[config.mk]
export PLATFORM = sky130hd
export DESIGN_NAME = sdram_slot_arbiter
export DESIGN_NICKNAME = d
export VERILOG_FILES = /design/src/rtl/sdram_arb_pkg.sv /design/src/rtl/sdram_arb_fifo.sv /design/src/rtl/sdram_slot_arbiter.sv
export SDC_FILE = /design/constraint.sdc
export NUM_CORES = 1
export LEC_CHECK = 0
export ABC_AREA = 1
export BUFFER_PORTS_ARGS = -buffer_cell sky130_fd_sc_hd__buf_2
export CAP_MARGIN = 20
export CELL_PAD_IN_SITES_DETAIL_PLACEMENT = 0
export CELL_PAD_IN_SITES_GLOBAL_PLACEMENT = 1
export CORE_MARGIN = 5
export CORE_UTILIZATION = 40
export CTS_CLUSTER_DIAMETER = 100
export DETAILED_ROUTE_END_ITERATION = 8
export HOLD_SLACK_MARGIN = 0.1
export PLACE_DENSITY_LB_ADDON = 0.1
export SLEW_MARGIN = 25
export SYNTH_ARGS = -nofsm -noshare
export SYNTH_HDL_FRONTEND = slang
export SYNTH_HIERARCHICAL = 1
export SYNTH_SLANG_ARGS = --single-unit
[constraint.sdc]
create_clock -name clock -period 8.7 [get_ports clock]
set_input_delay 1.305 -clock clock [delete_from_list [all_inputs] [get_ports clock]]
set_output_delay 1.305 -clock clock [all_outputs]
set_load 0.1 [all_outputs]
[src/rtl/sdram_arb_pkg.sv]
// Shared state encoding, address padding and slot register layout for the SDRAM slot arbiter.
// No logic, so no latency or backpressure of its own.
package sdram_arb_pkg;

  localparam logic [1:0] ST_IDLE = 2'd0;
  localparam logic [1:0] ST_LOAD = 2'd1;
  localparam logic [1:0] ST_RUN  = 2'd2;

  localparam int         MEM_ADDR_W = 25;
  localparam logic [2:0] ADDR_PAD   = 3'b000;

  typedef struct packed {
    logic [MEM_ADDR_W-1:0] addr;
    logic                  we;
    logic [7:0]            din;
    logic                  oe_a;
    logic                  oe_b;
    logic                  dq_drive;
  } slot_t;

endpackage

[src/rtl/sdram_arb_fifo.sv]
// Loader write buffer of {addr,data}; head visible combinationally, push/pop take effect at the clock edge.
// Push while full is dropped and sets the sticky overflow, unless a pop frees the slot in the same cycle.
module sdram_arb_fifo #(
  parameter int DEPTH  = 4,
  parameter int ADDR_W = 22
) (
  input  logic                     clock,
  input  logic                     reset,
  input  logic                     push,
  input  logic                     pop,
  input  logic [ADDR_W-1:0]        push_addr,
  input  logic [7:0]               push_data,
  output logic [ADDR_W-1:0]        head_addr,
  output logic [7:0]               head_data,
  output logic                     full,
  output logic                     empty,
  output logic [$clog2(DEPTH):0]   count,
  output logic                     overflow
);

  localparam int PW = $clog2(DEPTH);
  localparam logic [PW:0] DEPTH_C = DEPTH[PW:0];

  logic [ADDR_W+7:0] mem [DEPTH];
  logic [PW-1:0]     wr_ptr;
  logic [PW-1:0]     rd_ptr;
  logic              do_push;
  logic              do_pop;

  assign empty   = (count == '0);
  assign full    = (count == DEPTH_C);
  assign do_pop  = pop && !empty;
  assign do_push = push && (!full || do_pop);

  assign {head_addr, head_data} = mem[rd_ptr];

  // Pointers are log2(DEPTH) wide, so they wrap modulo DEPTH on their own.
  always_ff @(posedge clock or posedge reset) begin
    if (reset) begin
      wr_ptr   <= '0;
      rd_ptr   <= '0;
      count    <= '0;
      overflow <= 1'b0;
    end else begin
      if (do_push) wr_ptr <= wr_ptr + 1'b1;
      if (do_pop)  rd_ptr <= rd_ptr + 1'b1;
      if (do_push && !do_pop)      count <= count + 1'b1;
      else if (do_pop && !do_push) count <= count - 1'b1;
      if (push && !do_push) overflow <= 1'b1;
    end
  end

  always_ff @(posedge clock) begin
    if (do_push) mem[wr_ptr] <= {push_addr, push_data};
  end

endmodule

[src/rtl/sdram_slot_arbiter.sv]
// Shares the SDRAM controller port between game loader and NES core; mem_* and dq_drive update only when ce_phase==SLOT_PHASE.
// Loader bytes queue in sdram_arb_fifo (sticky ld_overflow on drop); SDRAM_ARB_STATS_EN adds saturating slot counters.
module sdram_slot_arbiter
  import sdram_arb_pkg::*;
#(
  parameter int         FIFO_DEPTH = 4,
  parameter logic [1:0] SLOT_PHASE = 2'd3,
  parameter int         ADDR_W     = 22
) (
  input  logic                  clock,
  input  logic                  reset,
  input  logic [1:0]            ce_phase,
  input  logic                  load_done,
  input  logic                  ld_valid,
  input  logic [ADDR_W-1:0]     ld_addr,
  input  logic [7:0]            ld_data,
  input  logic [ADDR_W-1:0]     nes_addr,
  input  logic                  nes_rd_cpu,
  input  logic                  nes_rd_ppu,
  input  logic                  nes_wr,
  input  logic [7:0]            nes_dout,
  output logic [MEM_ADDR_W-1:0] mem_addr,
  output logic                  mem_we,
  output logic [7:0]            mem_din,
  output logic                  mem_oe_a,
  output logic                  mem_oe_b,
  output logic                  dq_drive,
  output logic                  nes_owner,
`ifdef SDRAM_ARB_STATS_EN
  output logic [15:0]           stat_ld_writes,
  output logic [15:0]           stat_nes_slots,
`endif
  output logic                  ld_overflow
);

  logic [1:0]                  state;
  logic [1:0]                  state_nxt;
  slot_t                       slot_q;
  slot_t                       slot_nxt;
  logic                        boundary;
  logic                        fifo_push;
  logic                        fifo_pop;
  logic [ADDR_W-1:0]           head_addr;
  logic [7:0]                  head_data;
  logic                        fifo_full_unused;
  logic                        fifo_empty;
  logic [$clog2(FIFO_DEPTH):0] fifo_count;

  assign boundary  = (ce_phase == SLOT_PHASE);
  assign fifo_push = ld_valid && (state != ST_RUN);
  assign fifo_pop  = boundary && (state == ST_LOAD) && !fifo_empty;

  sdram_arb_fifo #(
    .DEPTH (FIFO_DEPTH),
    .ADDR_W(ADDR_W)
  ) u_fifo (
    .clock    (clock),
    .reset    (reset),
    .push     (fifo_push),
    .pop      (fifo_pop),
    .push_addr(ld_addr),
    .push_data(ld_data),
    .head_addr(head_addr),
    .head_data(head_data),
    .full     (fifo_full_unused),
    .empty    (fifo_empty),
    .count    (fifo_count),
    .overflow (ld_overflow)
  );

  always_ff @(posedge clock or posedge reset) begin
    if (reset) state <= ST_IDLE;
    else       state <= state_nxt;
  end

  // Leaving LOAD waits for an empty FIFO, so every buffered byte drains first.
  always_comb begin
    state_nxt = state;
    if (boundary) begin
      case (state)
        ST_IDLE: state_nxt = load_done ? ST_RUN : ST_LOAD;
        ST_LOAD: if (load_done && fifo_count == '0) state_nxt = ST_RUN;
        ST_RUN:  if (!load_done) state_nxt = ST_LOAD;
        default: state_nxt = ST_IDLE;
      endcase
    end
  end

  // IDLE and the RUN->LOAD switching slot issue nothing.
  always_comb begin
    slot_nxt = '0;
    case (state)
      ST_LOAD: begin
        if (!fifo_empty) begin
          slot_nxt.addr     = MEM_ADDR_W'({ADDR_PAD, head_addr});
          slot_nxt.din      = head_data;
          slot_nxt.we       = 1'b1;
          slot_nxt.dq_drive = 1'b1;
        end
      end
      ST_RUN: begin
        if (load_done) begin
          slot_nxt.addr     = MEM_ADDR_W'({ADDR_PAD, nes_addr});
          slot_nxt.din      = nes_dout;
          slot_nxt.we       = nes_wr;
          slot_nxt.oe_a     = nes_rd_cpu;
          slot_nxt.oe_b     = nes_rd_ppu;
          slot_nxt.dq_drive = nes_wr;
        end
      end
      default: slot_nxt = '0;
    endcase
  end

  always_ff @(posedge clock or posedge reset) begin
    if (reset)         slot_q <= '0;
    else if (boundary) slot_q <= slot_nxt;
  end

  assign mem_addr  = slot_q.addr;
  assign mem_we    = slot_q.we;
  assign mem_din   = slot_q.din;
  assign mem_oe_a  = slot_q.oe_a;
  assign mem_oe_b  = slot_q.oe_b;
  assign dq_drive  = slot_q.dq_drive;
  assign nes_owner = (state == ST_RUN);

`ifdef SDRAM_ARB_STATS_EN
  always_ff @(posedge clock or posedge reset) begin
    if (reset) begin
      stat_ld_writes <= '0;
      stat_nes_slots <= '0;
    end else begin
      if (fifo_pop && stat_ld_writes != 16'hFFFF)
        stat_ld_writes <= stat_ld_writes + 16'd1;
      if (boundary && state == ST_RUN && load_done && (nes_wr || nes_rd_cpu || nes_rd_ppu)
          && stat_nes_slots != 16'hFFFF)
        stat_nes_slots <= stat_nes_slots + 16'd1;
    end
  end
`endif

endmodule
**After elaboration in Yosys (flattened, before gate mapping)**

Memories as Yosys holds them, arrays and structs flattened.
Index checks and enable logic that the tools add are counted.

- Bits in registers: 47
- Bits of input ports: 69
- Output and inout port bits: 39
- Memory bits (writable): 120
- Memories: 1
- Logic and storage cells: 55

Memories:

| memory | depth | bits a word | rd ports | clocked after memory_dff | wr ports | RTL line | RTL |
|---|---|---|---|---|---|---|---|
| u_fifo.mem | 4 | 30 | 1 | 0 | 1 | sdram_arb_fifo.sv:24 | `logic [ADDR_W+7:0] mem [DEPTH];` |

- $add $sub $neg: 4
- Equal/unequal tests: 7
- Mux-type cells: 14
- Reduce and logical (&&, ||, !) cells: 18

Operator list:

| kind | count |
|---|---|
| case mux 34 bit (2 select lines) | 1 |
| two-way mux 34 bit | 1 |
| two-way mux 31 bit | 1 |
| logical AND 1 bit | 9 |
| two-way mux 2 bit | 4 |
| two-way mux 3 bit | 2 |
| case mux 2 bit (3 select lines) | 1 |
| adder 2 x 1 -> 2 bit, second input constant | 2 |
| equality test 2 bit, second input constant | 2 |
| logical NOT 1 bit | 4 |
| inequality test 2 bit, second input constant | 2 |
| adder 3 x 1 -> 3 bit, second input constant | 1 |
| equality test 3 bit, second input constant | 1 |
| logical NOT 3 bit | 1 |
| two-way mux 1 bit | 3 |
| AND reduction 3 bit | 1 |
| subtractor 3 x 1 -> 3 bit, second input constant | 1 |
| equality test 2 x 1 -> 1 bit, second input constant | 1 |
| logical NOT 2 bit | 1 |
| inequality test 2 x 1 -> 1 bit, second input constant | 1 |
| case mux 1 bit (2 select lines) | 1 |
| nonzero test 2 bit | 1 |
| logical OR 1 bit | 1 |

**Depth between registers and ports, before layout**

Gate-level depths: netlist (run 1).

- Depth after elaboration: 10
- Depth in mapped cells: 18
- Gate-level depth less buffers: 18

**Modules after synthesis**

The synthesis (run 1) kept the hierarchy.

By module, submodules not included:

| module | area each (um2) | cells each | times used |
|---|---|---|---|
| sdram_arb_fifo | 5066.1 | 386 | 1 |
| sdram_slot_arbiter | 2001.9 | 282 | 1 |

**Worst setup path after synthesis (run 1)**

No wires, ideal clock.

- Path kind: in2reg
- Start point: input ce_phase[0]
- End point: memory u_fifo/mem[0][0] (netlist bit) (enable)
- Slack: 4.909 ns
- Arrival: 3.374 ns
- Required time: 8.283 ns
- Stages: 7
- Setup time: 0.417 ns
- Path through: nand2_2 -> buf_4 -> nor2_1 -> inv_1 -> nand3_1 -> nand2_2 -> nor2_1

- Cells in the longest elaborated chain, start to end: 8

RTL lines:

| item | RTL line | RTL |
|---|---|---|
| start: declaration | sdram_slot_arbiter.sv:12 | `input logic [1:0] ce_phase,` |
| equality test 2 bit | sdram_slot_arbiter.sv:49 | `assign boundary = (ce_phase == SLOT_PHASE);` |
| logical AND 1 bit (2 in a row) | sdram_slot_arbiter.sv:51 | `assign fifo_pop = boundary && (state == ST_LOAD) && !fifo_empty;` |
| named net fifo_pop | sdram_slot_arbiter.sv:42 | `logic fifo_pop;` |
| logical AND 1 bit | sdram_arb_fifo.sv:32 | `assign do_pop = pop && !empty;` |
| logical OR 1 bit | sdram_arb_fifo.sv:33 | `assign do_push = push && (!full \|\| do_pop);` |
| logical AND 1 bit | sdram_arb_fifo.sv:33 |  |
| two-way mux 1 bit | sdram_arb_fifo.sv:54 | `if (do_push) mem[wr_ptr] <= {push_addr, push_data};` |
| two-way mux 1 bit (not written as such) | sdram_arb_fifo.sv:54 |  |
| end: declaration | sdram_arb_fifo.sv:24 |  |

The timed path passes the listed nets, and every way through them passes these cells.

**Worst setup path after layout (run 1)**

- Start point: register u_fifo.count[0]
- End point: memory u_fifo/mem[2][10] (netlist bit) (enable)

- Cells in the longest elaborated chain, start to end: 8
- Elaborated cells on any way between the ends: 10
- Those cells by class: eq/ne (1); mux (2); reduce/logical (7)

RTL lines:

| item | RTL line | RTL |
|---|---|---|
| start: declaration | sdram_arb_fifo.sv:17 | `output logic [$clog2(DEPTH):0] count,` |
| start signal: assignment | sdram_arb_fifo.sv:47 | `if (do_push && !do_pop) count <= count + 1'b1;` |
| start signal: assignment | sdram_arb_fifo.sv:48 | `else if (do_pop && !do_push) count <= count - 1'b1;` |
| logical NOT 3 bit | sdram_arb_fifo.sv:30 | `assign empty = (count == '0);` |
| named net fifo_empty | sdram_slot_arbiter.sv:46 | `logic fifo_empty;` |
| logical NOT 1 bit | sdram_slot_arbiter.sv:51 |  |
| logical AND 1 bit | sdram_slot_arbiter.sv:51 |  |
| named net fifo_pop | sdram_slot_arbiter.sv:42 |  |
| logical AND 1 bit | sdram_arb_fifo.sv:32 |  |
| logical OR 1 bit | sdram_arb_fifo.sv:33 |  |
| logical AND 1 bit | sdram_arb_fifo.sv:33 |  |
| two-way mux 1 bit | sdram_arb_fifo.sv:54 |  |
| two-way mux 1 bit (not written as such) | sdram_arb_fifo.sv:54 |  |

The timed path passes the listed nets, and every way through them passes these cells.

==> results.json, run 1 <==
{
  "cts.clk_slew.worst_paths_ps": 70,
  "setup_violations": 0,
  "dieWidth_um": 143,
  "numCtsBuffers": 17,
  "grt_pass1_wl_um": 25700,
  "postSynthCellCount": 667,
  "power.leakage_uw": 0.00361,
  "dp.final_hpwl_um": 10000,
  "critPathCapture": "u_fifo/mem[2][10]",
  "drc_errors": 0,
  "post-cts-setup-buffers": 0,
  "rows": 48,
  "post_drt_wl_per_cell_um": 16.3,
  "power-per-cell-area_nw_per_um2": 368,
  "crit_fanout": 31,
  "r2r_start": "u_fifo/count[0]",
  "fp.coreArea_um2": 17300,
  "rrSetupSlack_ps": 5170,
  "layoutNonFillerInstCount": 998,
  "area_growth_pct": 17.4,
  "io_pins": 108,
  "final-hold-violation-count": 0,
  "finalSetupTns_ps": 0,
  "drt-total-wl_um": 16300,
  "clkLatencyLatePin_ps": 420,
  "cts_tree": "built",
  "reg2reg_depth": 10,
  "fin_area_um2": 8290,
  "relSlewSlack_pct": 32.1,
  "postSynthAreaPerCell_um2": 10.6,
  "fin_crit_sh_pct": 40.6,
  "viasPerCell": 4.87,
  "hold_class": "flop to flop",
  "crit_path_end_kind": "flop",
  "layout.nets": 838,
  "cp.required_ps": 8740,
  "crit_path_start_kind": "flop",
  "fmax_mhz": 283,
  "r2r_end": "u_fifo/mem[2][10]",
  "drt_first_pass_iters": 4,
  "dp.cells": 963,
  "cts-resized-gates": 0,
  "clock_path_buffers": 2,
  "cts_max_level": 4,
  "first_iter_violations": 221,
  "worst_pin_slew_ps": 1020,
  "n_antenna_cell": 0,
  "synth_area_um2": 7060,
  "status": "finished, final reports clean",
  "drive_above_1_share_pct": 21.0,
  "cts.sinks": 163,
  "ant_nets": 0,
  "grt_util_all_layers_pct": 16.4,
  "grt-ovfl-total": 0,
  "critPathKind": "flop to flop",
  "fin_skew_ps": 5.49,
  "slew_viol_final": 0,
  "gp_congestion": 0.745,
  "cp-startpoint": "u_fifo/count[0]",
  "rsz0062_at_grt": "no",
  "arrival_ps": 3570,
  "yosysWarnings": 6,
  "vias": 4858,
  "die-area_um2": 20400,
  "fin_crit_ps": 3530,
  "numPortBuffers": 104,
  "ctsRootBufferMaster": "clkbuf_16",
  "grt_pass1_vias": 4826,
  "postPlaceCellArea_um2": 7600,
  "die_height_um": 143,
  "worst_ir_drop_vdd_mv": 0.160,
  "drv_cap": 0,
  "grt_antenna_before_repair": 0,
  "grt_max_degree": 64,
  "initial_core_util_pct": 40.8,
  "cts_hold_buf": 0
}
critical path, cell delays in order, from the launching register on:
cell and delay [ps]:
dfrtp_1 440, nor2_1 100, nand2_1 120, inv_1 50, inv_1 720, nand2_1 160, nor2_1 260, inv_1 80
nand3_1 180, nand2_2 200, nor2_4 820
metal layers:
| layer | routed length, um | track usage (%) | vias up |
|---|---|---|---|
| met5 | 0 | 0 | - |
| met4 | 176 | 4.90 | 0 |
| met3 | 800 | 3.48 | 13 |
| met2 | 7800 | 27.3 | 129 |
| met1 | 7470 | 21.8 | 2297 |
| li1 | - | - | 2419 |
cell type report:
| type | count | area (um2) |
|---|---|---|
| clock inverter | 15 | 205 |
| timing repair buffer | 110 | 606 |
| inverter | 26 | 106 |
| sequential | 163 | 4680 |
| clock buffer | 17 | 425 |
| multi-input combinational | 442 | 1990 |
| tap | 225 | 282 |
| fill | 1616 | 9000 |
per-stage QoR:
step / hold WS [ps] / power [uW] / worst slack (ps) / util (%)
2_1_floorplan: 484 / 2070 / 4910 / -
3_3_place_gp: 459 / 2260 / 4730 / 43.9
3_5_place_dp: 461 / 2280 / 4670 / 43.9
4_1_cts: 479 / 3080 / 5080 / 47.6
5_1_grt: 492 / 3240 / 4820 / 47.9
6_report: 476 / 3060 / 5170 / 47.9
worst min-delay path by stage:
stage | endpoint | cells past startpoint | startpoint | slack [ps]
6_report | mem_addr[16] | 2 | mem_addr[16] | 480
5_1_grt | mem_addr[2] | 2 | mem_addr[2] | 490
4_1_cts | mem_addr[16] | 2 | mem_addr[16] | 480
3_5_place_dp | mem_addr[16] | 2 | mem_addr[16] | 460
3_3_place_gp | mem_oe_b | 2 | mem_oe_b | 460
2_1_floorplan | u_fifo/count[2] | 2 | u_fifo/count[2] | 480
flip-flops by register name, summed over array words and instances, names as in the netlist:
register         count
mem_oe_b             1
mem_oe_a             1
state                2
u_fifo/overflow      1
u_fifo/rd_ptr        2
mem_din              8
u_fifo/wr_ptr        2
u_fifo/count         3
mem_we               1
mem_addr            22
u_fifo/mem         120
power breakdown:
| group | internal (uW) | switching, uW |
|---|---|---|
| clock network | 482 | 310 |
| registers | 1020 | 67.7 |
| logic | 259 | 915 |
| total | 1760 | 1290 |
cells in the final DEF (no fill, tap or decap), types with 4 or more instances in the layout:
cell type and instances:
nand2_2 11, nor2_4 5, clkinvlp_4 6, inv_6 4, dfrtp_1 42, nand3_1 42
buf_2 104, ha_1 8, inv_1 23, o21ai_1 89, nand2_1 183, clkbuf_16 17
bufinv_16 4, nor2_1 96, edfxtp_1 120
(Power assumes the default switching activity.)
==> inputs of run 2 (changes only) <==
--- a/config.mk
+++ b/config.mk
@@ -5,7 +5,7 @@
 export SDC_FILE = /design/constraint.sdc
 export NUM_CORES = 1
 export LEC_CHECK = 0
-export ABC_AREA = 1
+export ABC_AREA = 0
 export BUFFER_PORTS_ARGS = -buffer_cell sky130_fd_sc_hd__buf_2
 export CAP_MARGIN = 20
 export CELL_PAD_IN_SITES_DETAIL_PLACEMENT = 0
==> constraint.sdc (replaced) <==
create_clock -name clock -period 3.3 [get_ports clock]
set_input_delay 0.495 -clock clock [delete_from_list [all_inputs] [get_ports clock]]
set_output_delay 0.495 -clock clock [all_outputs]
set_load 0.1 [all_outputs]
==> results.json, run 2 <==
{
  "grt-ovfl-total": 0,
  "yosysWarnings": 6,
  "grt_pass1_vias": 3704,
  "cts_tree": "built",
  "cts_max_level": 4,
  "final_cell_mix": "120 x edfxtp_1, 104 x buf_2, 41 x dfrtp_1, 31 x nand2_1",
  "postSynthAreaPerCell_um2": 17.6,
  "synth_area_um2": 6470,
  "setup_violations": 0,
  "power_switching_uw": 2950,
  "gp_congestion": 0.692,
  "final-hold-violation-count": 0,
  "initial_core_util_pct": 40.7,
  "viasPerCell": 5.00,
  "critPathKind": "flop to flop",
  "final_common_cell": "edfxtp_1",
  "status": "finished, final reports clean",
  "layout.nets": 554,
  "grt_antenna_before_repair": 1,
  "fp.coreArea_um2": 15900,
  "numPortBuffers": 104,
  "internal_power_uw": 4830,
  "p_comb_share_pct": 35.4,
  "post_drt_wl_per_cell_um": 19.3,
  "power-per-cell-area_nw_per_um2": 987,
  "grt_pass1_wl_um": 20900,
  "drc_errors": 0,
  "fin_skew_ps": 8.98,
  "grt_max_degree": 37,
  "fin_crit_sh_pct": 82.6,
  "worst_pin_slew_ps": 831,
  "ant_nets": 0,
  "top_layer_used": "met5",
  "drive_above_1_share_pct": 38.4,
  "die_height_um": 137,
  "power_uw": 7790,
  "nFillCells": 1394,
  "vias": 3528,
  "largest_reg_flops": 120,
  "crit_path_end_kind": "flop",
  "die-area_um2": 18800,
  "grt_util_all_layers_pct": 15.2,
  "largest_register": "u_fifo/mem",
  "area_growth_pct": 22.0,
  "relSlewSlack_pct": 44.5,
  "postSynthCellCount": 367,
  "p_sw_share_pct": 37.9,
  "drt_first_pass_iters": 4,
  "power.leakage_uw": 0.00300,
  "seq_power_share_pct": 38.6,
  "hold_class": "input port to flop",
  "cts-resized-gates": 0,
  "worst_ir_drop_vdd_mv": 0.468,
  "slew_viol_final": 0,
  "dieWidth_um": 137,
  "fin_area_um2": 7890,
  "cts.sinks": 163,
  "ctsRootBufferMaster": "clkbuf_16",
  "first_iter_violations": 219,
  "fin_crit_ps": 2730,
  "numCtsBuffers": 17,
  "rows": 46,
  "io_pins": 108,
  "cp.required_ps": 3600,
  "cts.clk_slew.worst_paths_ps": 60,
  "drt-total-wl_um": 13600,
  "clkLatencyLatePin_ps": 420,
  "cts_hold_buf": 1,
  "post-cts-setup-buffers": 0,
  "crit_path_start_kind": "flop",
  "arrival_ps": 3020,
  "rsz0062_at_grt": "no",
  "wl_met1_um": 5860,
  "fmax_mhz": 367,
  "wl_met2_um": 6710,
  "met3_length_um": 830,
  "n_antenna_cell": 0,
  "clock_path_buffers": 2,
  "postPlaceCellArea_um2": 7260,
  "dp.final_hpwl_um": 8680,
  "clock_power_share_pct": 26.0,
  "drv_cap": 0,
  "finalSetupTns_ps": 0,
  "crit_fanout": 7
}
==> run 2: routing by layer <==
layer | vias to the layer above | track usage (%)
li1 | 1639 | -
met1 | 1767 | 19.9
met2 | 104 | 24.7
met3 | 16 | 3.97
met4 | 2 | 5.32
met5 | - | 0
==> run 2: layout make-up <==
class | count | area [um2] | area share, %
inverter | 7 | 26.3 | 0.333
clock buffer | 17 | 425 | 5.39
clock inverter | 15 | 190 | 2.41
tap | 216 | 270 | 3.43
timing repair buffer | 114 | 661 | 8.38
sequential | 163 | 4680 | 59.4
multi-input combinational | 173 | 1630 | 20.7
==> run 2: path summary, 6_finish.rpt <==
check,from,to,slack [ps],depth (start not counted)
max in group asynchronous,reset,mem_addr[6],1970,3
hold reg to reg,mem_addr[0],mem_addr[0],480,2
setup / recovery,u_fifo/count[0],u_fifo/count[1],570,10
hold / removal,ld_addr[5],u_fifo/mem[3][13],290,1
setup reg to reg,u_fifo/count[0],u_fifo/count[1],570,10
min in group asynchronous,reset,u_fifo/count[0],590,3
==> run 2: per-stage QoR <==
| step | worst slack (ps) | utilization [%] | hold WS (ps) | cells |
|---|---|---|---|---|
| 2_1_floorplan | 267 | - | 311 | 369 |
| 3_3_place_gp | 644 | 45.7 | 457 | 672 |
| 3_5_place_dp | 593 | 45.7 | 467 | 672 |
| 4_1_cts | 566 | 49.7 | 275 | 705 |
| 5_1_grt | 401 | 49.7 | 280 | 705 |
| 6_report | 574 | 49.7 | 289 | 705 |
==> run 2: critical path, cell delays in order (launching register included) <==
cell     delay (ps)
dfrtp_1         470
nor3_1          420
nor2b_4          70
nor2b_1         180
nor4b_4         240
nor2b_1          80
buf_4           170
ha_1            220
inv_1            70
fa_1            410
mux2_2          280
==> run 2: power groups by stage <==
stage / combinational [uW] / clock (uW) / sequential, uW
2_1_floorplan: 1360 / 0 / 3840
3_3_place_gp: 2790 / 0 / 3040
3_5_place_dp: 2810 / 0 / 3060
4_1_cts: 2820 / 2070 / 3020
5_1_grt: 2950 / 2170 / 3070
6_report: 2760 / 2020 / 3010
